File: config.mk
export PLATFORM = sky130hd
export DESIGN_NAME = keypad_scanner_flat
export DESIGN_NICKNAME = d
export VERILOG_FILES = /design/src/rtl/keypad_scanner_if.sv /design/src/rtl/keypad_scanner.sv /design/src/flat_wrapper.sv
export SDC_FILE = /design/constraint.sdc
export NUM_CORES = 1
export LEC_CHECK = 0
export ABC_AREA = 1
export ABC_CLOCK_PERIOD_IN_PS = 5300
export BUFFER_PORTS_ARGS = -buffer_cell sky130_fd_sc_hd__buf_2
export CORE_UTILIZATION = 55
export DETAILED_ROUTE_END_ITERATION = 16
export PLACE_DENSITY = 0.76
export SYNTH_ARGS = -nofsm -noshare
export SYNTH_HDL_FRONTEND = slang
export SYNTH_SLANG_ARGS = --single-unit
File: constraint.sdc
create_clock -name clk -period 5.3 [get_ports clk]
set_input_delay 0.53 -clock clk [delete_from_list [all_inputs] [get_ports clk]]
set_output_delay 0.53 -clock clk [all_outputs]
set_load 0.005 [all_outputs]
File: src/rtl/keypad_scanner_if.sv
// Key event handshake between keypad_scanner (master) and the CPU I/O logic (slave).
interface keypad_scanner_if;
  logic [3:0] key_code;
  logic       key_valid;
  logic       key_ack;
  logic       key_down;
  logic       overrun;

  modport master (
    output key_code,
    output key_valid,
    output key_down,
    output overrun,
    input  key_ack
  );

  modport slave (
    input  key_code,
    input  key_valid,
    input  key_down,
    input  overrun,
    output key_ack
  );
endinterface

File: src/rtl/keypad_scanner.sv
// 4x4 matrix keypad scanner: drives one row low per slot, samples synchronized columns,
// debounces over whole scan frames and reports one key code per press over a valid/ack
// handshake. Optional auto-repeat while held is enabled by defining KEYPAD_REPEAT_EN.
module keypad_scanner #(
  parameter logic [15:0] SCAN_DIV       = 16'd1000,
  parameter logic [7:0]  DEBOUNCE_SCANS = 8'd4
`ifdef KEYPAD_REPEAT_EN
  ,
  parameter logic [7:0]  REPEAT_DELAY   = 8'd50,
  parameter logic [7:0]  REPEAT_RATE    = 8'd10
`endif
) (
  input  logic                   clk,
  input  logic                   reset,
  input  logic [3:0]             col_n,
  output logic [3:0]             row_n,
  keypad_scanner_if.master       kbus
);

  typedef enum logic [1:0] {
    ST_IDLE,
    ST_DEBOUNCE,
    ST_PRESSED,
    ST_RELEASE
  } state_t;

  state_t      state_q, state_d;
  logic [3:0]  col_s1_q, col_s1_d;
  logic [3:0]  col_s2_q, col_s2_d;
  logic [15:0] slot_cnt_q, slot_cnt_d;
  logic [1:0]  row_q, row_d;
  logic [3:0]  row_n_q, row_n_d;
  logic        hit_acc_q, hit_acc_d;
  logic [3:0]  code_acc_q, code_acc_d;
  logic [3:0]  cand_q, cand_d;
  logic [7:0]  cnt_q, cnt_d;
  logic [3:0]  key_code_q, key_code_d;
  logic        key_valid_q, key_valid_d;
  logic        key_down_q, key_down_d;
  logic        overrun_q, overrun_d;
`ifdef KEYPAD_REPEAT_EN
  logic [7:0]  rep_cnt_q, rep_cnt_d;
  logic        rep_armed_q, rep_armed_d;
`endif

  logic        slot_end;
  logic        frame_end;
  logic        frame_hit;
  logic [3:0]  frame_code;
  logic [3:0]  closed;
  logic        row_hit;
  logic [1:0]  row_col;
  logic        emit;
  logic [3:0]  emit_code;

  // Next-state logic: scan timing, frame accumulation, debounce FSM and handshake.
  always_comb begin
    state_d     = state_q;
    col_s1_d    = col_n;
    col_s2_d    = col_s1_q;
    slot_cnt_d  = slot_cnt_q + 16'd1;
    row_d       = row_q;
    row_n_d     = row_n_q;
    hit_acc_d   = hit_acc_q;
    code_acc_d  = code_acc_q;
    cand_d      = cand_q;
    cnt_d       = cnt_q;
    key_code_d  = key_code_q;
    key_valid_d = key_valid_q;
    overrun_d   = overrun_q;
`ifdef KEYPAD_REPEAT_EN
    rep_cnt_d   = rep_cnt_q;
    rep_armed_d = rep_armed_q;
`endif
    frame_end   = 1'b0;
    frame_hit   = 1'b0;
    frame_code  = 4'd0;
    emit        = 1'b0;
    emit_code   = cand_q;

    // Lowest closed column in the currently driven row.
    closed  = ~col_s2_q;
    row_hit = |closed;
    if (closed[0])      row_col = 2'd0;
    else if (closed[1]) row_col = 2'd1;
    else if (closed[2]) row_col = 2'd2;
    else                row_col = 2'd3;

    slot_end = (slot_cnt_q == SCAN_DIV - 16'd1);
    if (slot_end) begin
      slot_cnt_d = 16'd0;
      row_d      = row_q + 2'd1;
      row_n_d    = ~(4'b0001 << row_d);
      // Row 0 opens a new frame; later rows only matter if nothing lower was closed.
      if (row_q == 2'd0) begin
        hit_acc_d  = row_hit;
        code_acc_d = {2'd0, row_col};
      end else if (!hit_acc_q && row_hit) begin
        hit_acc_d  = 1'b1;
        code_acc_d = {row_q, row_col};
      end
      if (row_q == 2'd3) begin
        frame_end  = 1'b1;
        frame_hit  = hit_acc_q | row_hit;
        frame_code = hit_acc_q ? code_acc_q : {2'd3, row_col};
      end
    end

    if (frame_end) begin
      unique case (state_q)
        ST_IDLE: begin
          if (frame_hit) begin
            cand_d = frame_code;
            cnt_d  = 8'd1;
            if (DEBOUNCE_SCANS == 8'd1) begin
              state_d   = ST_PRESSED;
              emit      = 1'b1;
              emit_code = frame_code;
            end else begin
              state_d = ST_DEBOUNCE;
            end
          end
        end
        ST_DEBOUNCE: begin
          if (frame_hit && frame_code == cand_q) begin
            cnt_d = cnt_q + 8'd1;
            if (cnt_q + 8'd1 == DEBOUNCE_SCANS) begin
              state_d = ST_PRESSED;
              emit    = 1'b1;
            end
          end else begin
            state_d = ST_IDLE;
            cnt_d   = 8'd0;
          end
        end
        ST_PRESSED: begin
          // A single quiet frame is already a full release when one frame is enough.
          if (!frame_hit) begin
            cnt_d   = (DEBOUNCE_SCANS == 8'd1) ? 8'd0 : 8'd1;
            state_d = (DEBOUNCE_SCANS == 8'd1) ? ST_IDLE : ST_RELEASE;
          end
`ifdef KEYPAD_REPEAT_EN
          else begin
            rep_cnt_d = rep_cnt_q + 8'd1;
            if (( rep_armed_q && rep_cnt_q + 8'd1 == REPEAT_RATE) ||
                (!rep_armed_q && rep_cnt_q + 8'd1 == REPEAT_DELAY)) begin
              emit        = 1'b1;
              rep_cnt_d   = 8'd0;
              rep_armed_d = 1'b1;
            end
          end
`endif
        end
        ST_RELEASE: begin
          if (!frame_hit) begin
            cnt_d = cnt_q + 8'd1;
            if (cnt_q + 8'd1 == DEBOUNCE_SCANS) begin
              state_d = ST_IDLE;
              cnt_d   = 8'd0;
            end
          end else if (frame_code == cand_q) begin
            state_d = ST_PRESSED;
          end else begin
            state_d = ST_IDLE;
            cnt_d   = 8'd0;
          end
        end
        default: state_d = ST_IDLE;
      endcase
    end

`ifdef KEYPAD_REPEAT_EN
    // Repeat timing restarts on every fresh entry into PRESSED.
    if (state_d == ST_PRESSED && state_q != ST_PRESSED) begin
      rep_cnt_d   = 8'd0;
      rep_armed_d = 1'b0;
    end else if (state_d != ST_PRESSED) begin
      rep_cnt_d   = 8'd0;
      rep_armed_d = 1'b0;
    end
`endif

    // An emit always wins over a same-edge ack; overrun only grows on an unacked overwrite.
    if (emit) begin
      key_code_d  = emit_code;
      key_valid_d = 1'b1;
      if (key_valid_q && !kbus.key_ack) overrun_d = 1'b1;
    end else if (kbus.key_ack && key_valid_q) begin
      key_valid_d = 1'b0;
      overrun_d   = 1'b0;
    end

    key_down_d = (state_d == ST_PRESSED) || (state_d == ST_RELEASE);
  end

  // State registers with synchronous active-low reset.
  always_ff @(posedge clk) begin
    if (!reset) begin
      state_q     <= ST_IDLE;
      col_s1_q    <= 4'hF;
      col_s2_q    <= 4'hF;
      slot_cnt_q  <= 16'd0;
      row_q       <= 2'd0;
      row_n_q     <= 4'b1110;
      hit_acc_q   <= 1'b0;
      code_acc_q  <= 4'd0;
      cand_q      <= 4'd0;
      cnt_q       <= 8'd0;
      key_code_q  <= 4'd0;
      key_valid_q <= 1'b0;
      key_down_q  <= 1'b0;
      overrun_q   <= 1'b0;
`ifdef KEYPAD_REPEAT_EN
      rep_cnt_q   <= 8'd0;
      rep_armed_q <= 1'b0;
`endif
    end else begin
      state_q     <= state_d;
      col_s1_q    <= col_s1_d;
      col_s2_q    <= col_s2_d;
      slot_cnt_q  <= slot_cnt_d;
      row_q       <= row_d;
      row_n_q     <= row_n_d;
      hit_acc_q   <= hit_acc_d;
      code_acc_q  <= code_acc_d;
      cand_q      <= cand_d;
      cnt_q       <= cnt_d;
      key_code_q  <= key_code_d;
      key_valid_q <= key_valid_d;
      key_down_q  <= key_down_d;
      overrun_q   <= overrun_d;
`ifdef KEYPAD_REPEAT_EN
      rep_cnt_q   <= rep_cnt_d;
      rep_armed_q <= rep_armed_d;
`endif
    end
  end

  assign row_n          = row_n_q;
  assign kbus.key_code  = key_code_q;
  assign kbus.key_valid = key_valid_q;
  assign kbus.key_down  = key_down_q;
  assign kbus.overrun   = overrun_q;

endmodule

File: src/flat_wrapper.sv
// flat-port wrapper written by rule: the top's interface ports become plain ports
module keypad_scanner_flat 
#(
  parameter logic [15:0] SCAN_DIV       = 16'd1000,
  parameter logic [7:0]  DEBOUNCE_SCANS = 8'd4

)
  (clk, reset, col_n, row_n, kbus_key_code, kbus_key_valid, kbus_key_down, kbus_overrun, kbus_key_ack);
  keypad_scanner_if kbus_i ();
  input  logic clk;
  input  logic reset;
  input  logic [3:0] col_n;
  output logic [3:0] row_n;
  output wire logic [$bits(kbus_i.key_code)-1:0] kbus_key_code;
  output wire logic [$bits(kbus_i.key_valid)-1:0] kbus_key_valid;
  output wire logic [$bits(kbus_i.key_down)-1:0] kbus_key_down;
  output wire logic [$bits(kbus_i.overrun)-1:0] kbus_overrun;
  input wire logic [$bits(kbus_i.key_ack)-1:0] kbus_key_ack;
  assign kbus_key_code = kbus_i.key_code;
  assign kbus_key_valid = kbus_i.key_valid;
  assign kbus_key_down = kbus_i.key_down;
  assign kbus_overrun = kbus_i.overrun;
  assign kbus_i.key_ack = kbus_key_ack;
  keypad_scanner #(.SCAN_DIV(SCAN_DIV), .DEBOUNCE_SCANS(DEBOUNCE_SCANS)) u_core (.clk(clk), .reset(reset), .col_n(col_n), .row_n(row_n), .kbus(kbus_i));
endmodule
Yosys cells after proc, flatten, opt, wreduce, memory -nomap -nowiden --
Cells that the tools add are included.
Storage, ports and cells: bits in registers 56, input bits 7, logic and storage cells 90
Operators by class: add/sub/neg operators 3, equal/unequal tests 13, shift operators 1, mux-type cells 38, bitwise gates (word level) 4, reduce and logical (&&, ||, !) cells 17
Operator list (number):
- 8-bit 2-to-1 mux | 6
- 8-bit one-hot mux with 4 select lines | 1
- 2-bit 2-to-1 mux | 10
- 4-bit 2-to-1 mux | 5
- 16-bit by 1-bit adder with 16-bit output, second input constant | 1
- 16-bit by 10-bit == test with 1-bit output, second input constant | 1
- 1-bit 2-to-1 mux | 15
- 2-bit == test, second input constant | 5
- 8-bit by 1-bit adder with 8-bit output, second input constant | 1
- 8-bit by 3-bit == test with 1-bit output, second input constant | 1
- 4-bit NOT | 2
- 2-bit one-hot mux with 4 select lines | 1
- 4-bit == test | 1
- 1-bit logical AND | 4
- 2-bit zero test | 2
- 2-bit inequality test, second input constant | 2
- 2-bit AND reduction | 2
- 4-bit AND reduction | 1
- 2-bit nonzero test | 2
- 4-bit OR reduction | 1
- 1-bit by 2-bit << shifter with 4-bit output, first input constant | 1
- 3-bit inequality test, second input constant | 1
- 3-bit AND reduction | 1
- 2-bit by 1-bit adder with 2-bit output, second input constant | 1
- 7 further kinds | 8

Longest topological paths before layout --
Gate-level depths: netlist of run 1.
depth after elaboration 14, depth in mapped cells 16, gate-level depth less buffers 16

Worst setup path before layout of run 1 --
OpenSTA, ideal clock, no wires.
path type reg2reg, start point reg u_core.cnt_q[0], end point reg u_core.key_code_q[0] (netlist: u_core.kbus.key_code[0]), library setup time 0.116 ns, arrival time 1.832 ns, path slack 3.352 ns, stages on the path, launching flop included 15, path buffers 0, period minus slack after synthesis 1.948 ns, cells stage by stage dfxtp_1 ha_1 nand2_1 inv_1 or2_2 inv_1 nand2_1 nor2_1 nand2_1 nor2_1 inv_1 nor2_8 inv_2 nor2_1 nor2_1
Between the ends: word-level cells in the longest chain between the ends 6
RTL lines:
- start, declared | line keypad_scanner.sv:36 | logic [7:0] cnt_q, cnt_d;
- start signal, assigned | line keypad_scanner.sv:227 | cnt_q <= cnt_d;
- 8-bit by 1-bit adder with 8-bit output | line keypad_scanner.sv:127 | if (cnt_q + 8'd1 == DEBOUNCE_SCANS) begin
- 8-bit by 3-bit == test with 1-bit output | line keypad_scanner.sv:127
- 1-bit 2-to-1 mux | line keypad_scanner.sv:127
- 1-bit 2-to-1 mux | line keypad_scanner.sv:125 | if (frame_hit && frame_code == cand_q) begin
- 1-bit 2-to-1 mux | line keypad_scanner.sv:110 | unique case (state_q)
- 1-bit 2-to-1 mux | line keypad_scanner.sv:109 | if (frame_end) begin
- end signal, assigned | line keypad_scanner.sv:228 | key_code_q <= key_code_d;
- end, declared | line keypad_scanner.sv:37 | logic [3:0] key_code_q, key_code_d;
No other way between the ends. A chain may end at the register's enable or synchronous reset.

Final worst setup path of run 1 --
start point reg u_core.cnt_q[0], end point reg u_core.key_code_q[1] (netlist: u_core.kbus.key_code[1])
Same word-level chain as after synthesis.

==> results.toml, run 1 <==
[outcome]
status = "complete, no violations"

[grt]
track_usage_pct = 23.0
antenna_found_initial = 0
grt_pass1_vias = 2341
grt_pass1_wl_mm = 9.77
grt_max_degree = 22
grt_overflow = 0

[drt]
detail_route.wl_per_cell_um = 11.4
vias_per_cell = 5.06
ant_nets = 0
drtIter0Drc = 121
wl_mm = 5.65
dr.pass1.iters = 4
num_vias = 2513
remaining_drc_errors = 0

[pwr]
combPwrFrac_pct = 2.7
seqPwrFrac_pct = 55.1
switching_share_pct = 19.7
intPower_mw = 0.623
p_leak_nw = 1.38
powerDensity_nw_per_um2 = 246
irDropWorstVdd_mv = 0.183
power.switching_mw = 0.153
total_power_mw = 0.776
clock_power_share_pct = 42.2

[timing]
finClkSkew_ns = 0.0171
maxSlewViolCount = 0
period_share_pct = 43.0
fin_crit_ns = 2.28
setup_slack_ns = 3.02
setup_violations = 0
max_freq_mhz = 439
hold_violations = 0
tns_ns = 0
max_slew_margin_pct = 60.2
rsz0062_at_grt = "false"
tightest_slew_ns = 0.597

[cts]
path_clk_slew_ns = 0.11
clock_latency_ns = 0.31
cts_made_buffers = 5
htree_levels = 2
cts_tree = "done"
cts_sinks = 56
post_cts.repair.setup_buffers = 0
clock-root-buffer = "clkbuf_8"
cts_resized = 0
postCtsHoldBufs = 0
cts_buffer_depth = 2

[floorplanning]
initial_core_util_pct = 58.8
core_um2 = 4880
die_y_um = 74.2
row_count = 25
die_w_um = 74.2
dieArea_um2 = 5510
io_pins = 18

[setup_path]
rrSetupSlack_ns = 3.02
start_kind = "register"
crit_fanout = 9
required_ns = 5.52
end_kind = "register"
rr_startpoint = "u_core.cnt_q[0]"
worstPathArrival_ns = 2.49
reg2regPathDepth = 14
worstSetupPathType = "reg -> reg"
regToRegEndpoint = "u_core.kbus.key_code[1]"

[min_path]
whs_path_depth = 2
hold_start = "col_n[0]"
holdCritPathClass = "in -> reg"
hold_end = "u_core.col_s1_q[0]"

[place]
io_buffers = 17
dp_hpwl_mm = 4.21
post-place-ws_ns = 3.04
routabilityCongestion = 0.856

[synth]
synth.distinct_cells = 34
yosysTopAreaCell = "dfxtp_1"
syn_avg_cell_area_um2 = 6.98
synth.ff_latch_count = 56
synth_top_area_share_pct = 39.1
synth_edf_count = 0
synth_area_leaders = "dfxtp_1, nand2_1, nor2_1"
ys_seq_area_share_pct = 39.1
synth_area_um2 = 2870
syn-num-nets = 426
syn_inst = 411
async_reset_ff_share_pct = 0
yosys_most_used_dff = "dfxtp_1"
yosys_warnings = 0

[cells_and_area]
syn2layout_area_growth_pct = 9.90
fillers = 470
final_cell_mix = "nand2_1, nor2_1, inv_1"
drive_gt1_share_pct = 14.2
n_antenna_cell = 0
fin_nets = 444

[job]
maxCapViolCount = 0
worst max-delay path, stage by stage (launching register included):
cell	delay (ns)
dfxtp_1	0.37
ha_1	0.24
nand2_1	0.14
inv_1	0.05
or2_2	0.28
inv_1	0.06
nand2_1	0.04
nor2_1	0.10
nand2_1	0.05
nor2_1	0.23
inv_1	0.19
nor2_8	0.21
inv_2	0.07
nor2_1	0.10
nor2_1	0.05
sequential cells by signal (all words and copies together), names as in the netlist:
| name | flops |
|---|---|
| u_core.slot_cnt_q | 16 |
| u_core.kbus.key_down | 1 |
| u_core.col_s1_q | 4 |
| u_core.hit_acc_q | 1 |
| u_core.cand_q | 4 |
| u_core.kbus.overrun | 1 |
| u_core.kbus.key_valid | 1 |
| u_core.row_n | 4 |
| u_core.row_q | 2 |
| u_core.kbus.key_code | 4 |
| u_core.code_acc_q | 4 |
| u_core.col_s2_q | 4 |
| u_core.cnt_q | 8 |
| u_core.state_q | 2 |
kinds of logic (layout without fill, tap and decap cells):
logic type | after synthesis | in the layout | share of synthesized area (%)
XOR/XNOR | 4 | 4 | 1.22
AND/OR/NAND/NOR | 207 | 207 | 34.2
AO/OA/AOI/OAI | 68 | 68 | 12.9
flip-flops | 56 | 56 | 39.1
adder cells (fa/ha/maj) | 8 | 8 | 3.49
buffers and inverters | 68 | 87 | 9.16
how the worst max path moves through the flow:
stage	startpoint	end	slack (ns)	cells after the start
floorplan	u_core.cnt_q[0]	u_core.kbus.key_code[0]	3.35	14
global placement	u_core.cnt_q[0]	u_core.kbus.key_code[2]	3.09	14
finish	u_core.cnt_q[0]	u_core.kbus.key_code[1]	3.02	14
global route	u_core.slot_cnt_q[0]	u_core.kbus.key_code[1]	2.82	14
detailed placement	u_core.cnt_q[0]	u_core.kbus.key_code[1]	3.04	14
CTS	u_core.cnt_q[0]	u_core.kbus.key_code[1]	3.04	14
Yosys cell counts (2+ instances only):
cell type and n:
xor2_1 4, inv_2 3, a21oi_1 30, nand2_4 3
ha_1 8, o21ai_1 5, nand2_2 3, inv_1 57
nor2_1 71, nor3b_1 3, or2_2 11, nand4_1 7
nand3_1 17, clkbuf_1 6, nand3b_1 2, dfxtp_1 56
nor2_2 5, o21ai_0 26, nor2_4 4, nor3_1 6
nand2_1 71
through the flow:
stage,hold slack (ns),cell area [um2],utilization (%),std cells
CTS,0.393,3150,64.6,497
floorplan,0.393,2870,-,411
global placement,0.394,3020,61.8,489
global route,0.386,3150,64.6,497
detailed placement,0.399,3020,61.8,489
finish,0.405,3150,64.6,497
cell type report:
class / instances / area (um2) / share of cell area [%]
clock buffer: 5 / 68.8 / 2.18
clock inverter: 3 / 68.8 / 2.18
inverter: 62 / 240 / 7.62
multi-input combinational: 287 / 1490 / 47.1
sequential: 56 / 1120 / 35.6
tap: 67 / 83.8 / 2.66
timing repair buffer: 17 / 85.1 / 2.70
power groups by stage:
stage                     clock, mW  sequential (mW)  combinational [mW]
after floorplan                   0            0.437              0.0157
after CTS                     0.335            0.428              0.0213
after detailed placement          0            0.437              0.0210
after global placement            0            0.437              0.0207
final                         0.327            0.427              0.0211
after global routing          0.353            0.428              0.0249
routing by layer:
metal,part of all wire [%],global-route usage [%]
met5,0,0
met4,0.97,5.87
met3,3.1,4.47
met2,48,41.7
met1,48,27.8
Note: power is estimated with default switching activity, not from simulation.
==> run 2, diff against run 1 <==
--- a/config.mk
+++ b/config.mk
@@ -5,12 +5,12 @@
 export SDC_FILE = /design/constraint.sdc
 export NUM_CORES = 1
 export LEC_CHECK = 0
-export ABC_AREA = 1
-export ABC_CLOCK_PERIOD_IN_PS = 5300
+export ABC_AREA = 0
+export ABC_CLOCK_PERIOD_IN_PS = 2300
 export BUFFER_PORTS_ARGS = -buffer_cell sky130_fd_sc_hd__buf_2
 export CORE_UTILIZATION = 55
 export DETAILED_ROUTE_END_ITERATION = 16
-export PLACE_DENSITY = 0.76
+export PLACE_DENSITY = 0.77
 export SYNTH_ARGS = -nofsm -noshare
 export SYNTH_HDL_FRONTEND = slang
 export SYNTH_SLANG_ARGS = --single-unit
==> constraint.sdc (replaced) <==
create_clock -name clk -period 2.3 [get_ports clk]
set_input_delay 0.23 -clock clk [delete_from_list [all_inputs] [get_ports clk]]
set_output_delay 0.23 -clock clk [all_outputs]
set_load 0.005 [all_outputs]
==> run 2 against run 1 <==
Compared with the run above:
- the run now ends with design-rule violations, negative setup slack left
- clock-buffer cell count did not move
- worst hold slack got worse by 0.30 ns
- routed wire length fell by 8.9%
- largest cell class unchanged
==> results.toml, run 2 <==
[outcome]
status = "complete, but fails checks"
violations = "design-rule violations, negative setup slack"

[grt]
track_usage_pct = 21.6
grt_overflow = 0
grt_max_degree = 22
grt_pass1_vias = 1962
antenna_found_initial = 0
grt_pass1_wl_mm = 8.75

[place]
io_buffers = 17
routabilityCongestion = 0.855
dp_hpwl_mm = 3.57

[synth]
synth.ff_latch_count = 56
syn-num-nets = 310
synth_edf_count = 0
syn_avg_cell_area_um2 = 8.80
synth_commonest_cells = "dfxtp_1, nor2_1, nand2_1, nand3_1, xor2_1"
yosysMostFrequentCell = "dfxtp_1"
synth.distinct_cells = 45
synth_area_um2 = 2600
yosysTopAreaCell = "dfxtp_1"
ys_seq_area_share_pct = 43.2
synth_top_area_share_pct = 43.2
async_reset_ff_share_pct = 0
yosys_most_used_dff = "dfxtp_1"
yosys_warnings = 0
syn_inst = 295
synth_area_leaders = "dfxtp_1, nor2_1, xor2_1"

[timing]
setup_slack_ns = -0.0229
period_share_pct = 101
max_freq_mhz = 430
max_slew_margin_pct = 54.5
rsz0062_at_grt = "true"
fin_crit_ns = 2.32
maxSlewViolCount = 0
hold_violations = 0
tightest_slew_ns = 0.681
setup_violations = 5
finClkSkew_ns = 0.0123

[cts]
path_clk_slew_ns = 0.10
cts_tree = "done"
clock_latency_ns = 0.31
htree_levels = 2
cts_made_buffers = 5
postCtsHoldBufs = 0
cts_buffer_depth = 2
clock-root-buffer = "clkbuf_8"
cts_sinks = 56

[pwr]
clock_power_share_pct = 37.4
seqPwrFrac_pct = 58.0
p_leak_nw = 1.30
total_power_mw = 1.70
power.switching_mw = 0.363
intPower_mw = 1.34
switching_share_pct = 21.4
combPwrFrac_pct = 4.6
irDropWorstVdd_mv = 0.301
powerDensity_nw_per_um2 = 546

[drt]
vias_per_cell = 5.48
remaining_drc_errors = 2
dr.pass1.iters = 10
wl_mm = 5.15
num_vias = 2136
drtIter0Drc = 118
detail_route.wl_per_cell_um = 13.2
ant_nets = 0

[setup_path]
crit_fanout = 6
slowest_stage = "or4_4"
end_kind = "register"
required_ns = 2.48
worstSetupPathType = "reg -> reg"
start_kind = "register"
crit_chain = "or4b_4 -> or4_4 -> nand2b_4 -> nand3_2 -> o31a_1 -> a2bb2oi_1 -> nor2_1"
crit_path_max_incr_delay_ns = 0.59
worstPathArrival_ns = 2.50

[floorplanning]
dieArea_um2 = 5000
die_y_um = 70.7
die_w_um = 70.7
io_pins = 18
core_um2 = 4440
initial_core_util_pct = 58.4
row_count = 24

[cells_and_area]
drive_gt1_share_pct = 24.0
regMostFlops = "u_core.slot_cnt_q"
syn2layout_area_growth_pct = 19.8
final_cell_mix = "dfxtp_1, nor2_1, buf_4"
n_antenna_cell = 0
reg_top3 = "u_core.slot_cnt_q x16, u_core.cnt_q x8"
largest_reg_flops = 16
fin_nets = 352
post-route-util_pct = 70.0
final_common_cell = "dfxtp_1"

[job]
maxCapViolCount = 0

[min_path]
holdCritPathClass = "in -> reg"
run 2: changes by cell type in the layout (fill, tap and decap cells not counted), sizes merged, moves of 6 or more:
| cell | previous run | this run |
|---|---|---|
| inv | 62 | 9 |
| o21ai | 32 | 6 |
| nand2b | 0 | 12 |
| xor2 | 4 | 15 |
| or2 | 11 | 3 |
| a21oi | 31 | 12 |
| mux2i | 0 | 8 |
| buf | 17 | 48 |
| nor2 | 81 | 40 |
| xnor2 | 0 | 6 |
| nand2 | 77 | 27 |
run 2: metal layers:
layer | vias up | wire length, um | GRT usage, %
li1 | 1096 | - | -
met4 | 0 | 43 | 6.00
met5 | - | 0 | 0
met2 | 31 | 2570 | 37.9
met3 | 5 | 123 | 4.27
met1 | 1004 | 2410 | 27.2
run 2: path summary, 6_finish.rpt:
path                            cells after the start            endpoint                  start  slack (ns)
worst max-delay path                                7     u_core.cnt_q[1]  u_core.slot_cnt_q[14]       -0.02
worst min-delay path                                2  u_core.col_s1_q[2]               col_n[2]        0.10
worst max register to register                      7     u_core.cnt_q[1]  u_core.slot_cnt_q[14]       -0.02
worst min register to register                      1  u_core.col_s2_q[3]     u_core.col_s1_q[3]        0.41
run 2: through the flow:
step | area [um2] | setup TNS [ns] | setup slack [ns] | hold WS (ns) | instances
after global placement | 2910 | -0.852 | -0.127 | 0.392 | 378
after global routing | 3110 | -0.961 | -0.0877 | 0.102 | 390
after floorplan | 2620 | -0.744 | -0.180 | 0.331 | 295
after CTS | 3070 | -0.0615 | -0.0136 | 0.102 | 390
final | 3110 | -0.0468 | -0.0229 | 0.103 | 390
after detailed placement | 2910 | -1.12 | -0.158 | 0.394 | 378
run 2: area by class of cell:
| cell class | instances | area (um2) |
|---|---|---|
| clock buffer | 5 | 68.8 |
| clock inverter | 3 | 42.5 |
| fill | 336 | 1330 |
| inverter | 9 | 33.8 |
| multi-input combinational | 217 | 1450 |
| sequential | 56 | 1130 |
| tap | 52 | 65.1 |
| timing repair buffer | 48 | 322 |
run 2: power groups by stage:
stage | combinational, mW | sequential (mW) | clock, mW
4_1_cts | 0.0769 | 0.985 | 0.651
3_5_place_dp | 0.0710 | 1.01 | 0
3_3_place_gp | 0.0687 | 1.01 | 0
6_report | 0.0785 | 0.985 | 0.635
5_1_grt | 0.0864 | 0.987 | 0.684
2_1_floorplan | 0.0437 | 1.01 | 0
run 2: logic make-up (layout without fill, tap and decap cells):
| family | after synthesis | in the layout | synth area share, % |
|---|---|---|---|
| fa+ha+maj | 8 | 8 | 3.86 |
| mux | 8 | 8 | 3.08 |
| buf+inv | 22 | 65 | 3.47 |
| flops | 56 | 56 | 43.2 |
| compound gates | 48 | 48 | 12.6 |
| simple gates | 132 | 132 | 26.7 |
| xor+xnor | 21 | 21 | 7.08 |
run 2: timing repair:
item | 4_1_cts | 5_1_grt
buffers inserted | 4 | 0
endpoints found under the setup margin | 17 | 22
resized for setup | 7 | 12
pin swaps | 8 | 6
run 2: worst max-delay path, delay by kind of cell (launching register included):
kind	cells	cell delay, ns
simple gates	5	1.44
compound gates	2	0.42
flops	1	0.33
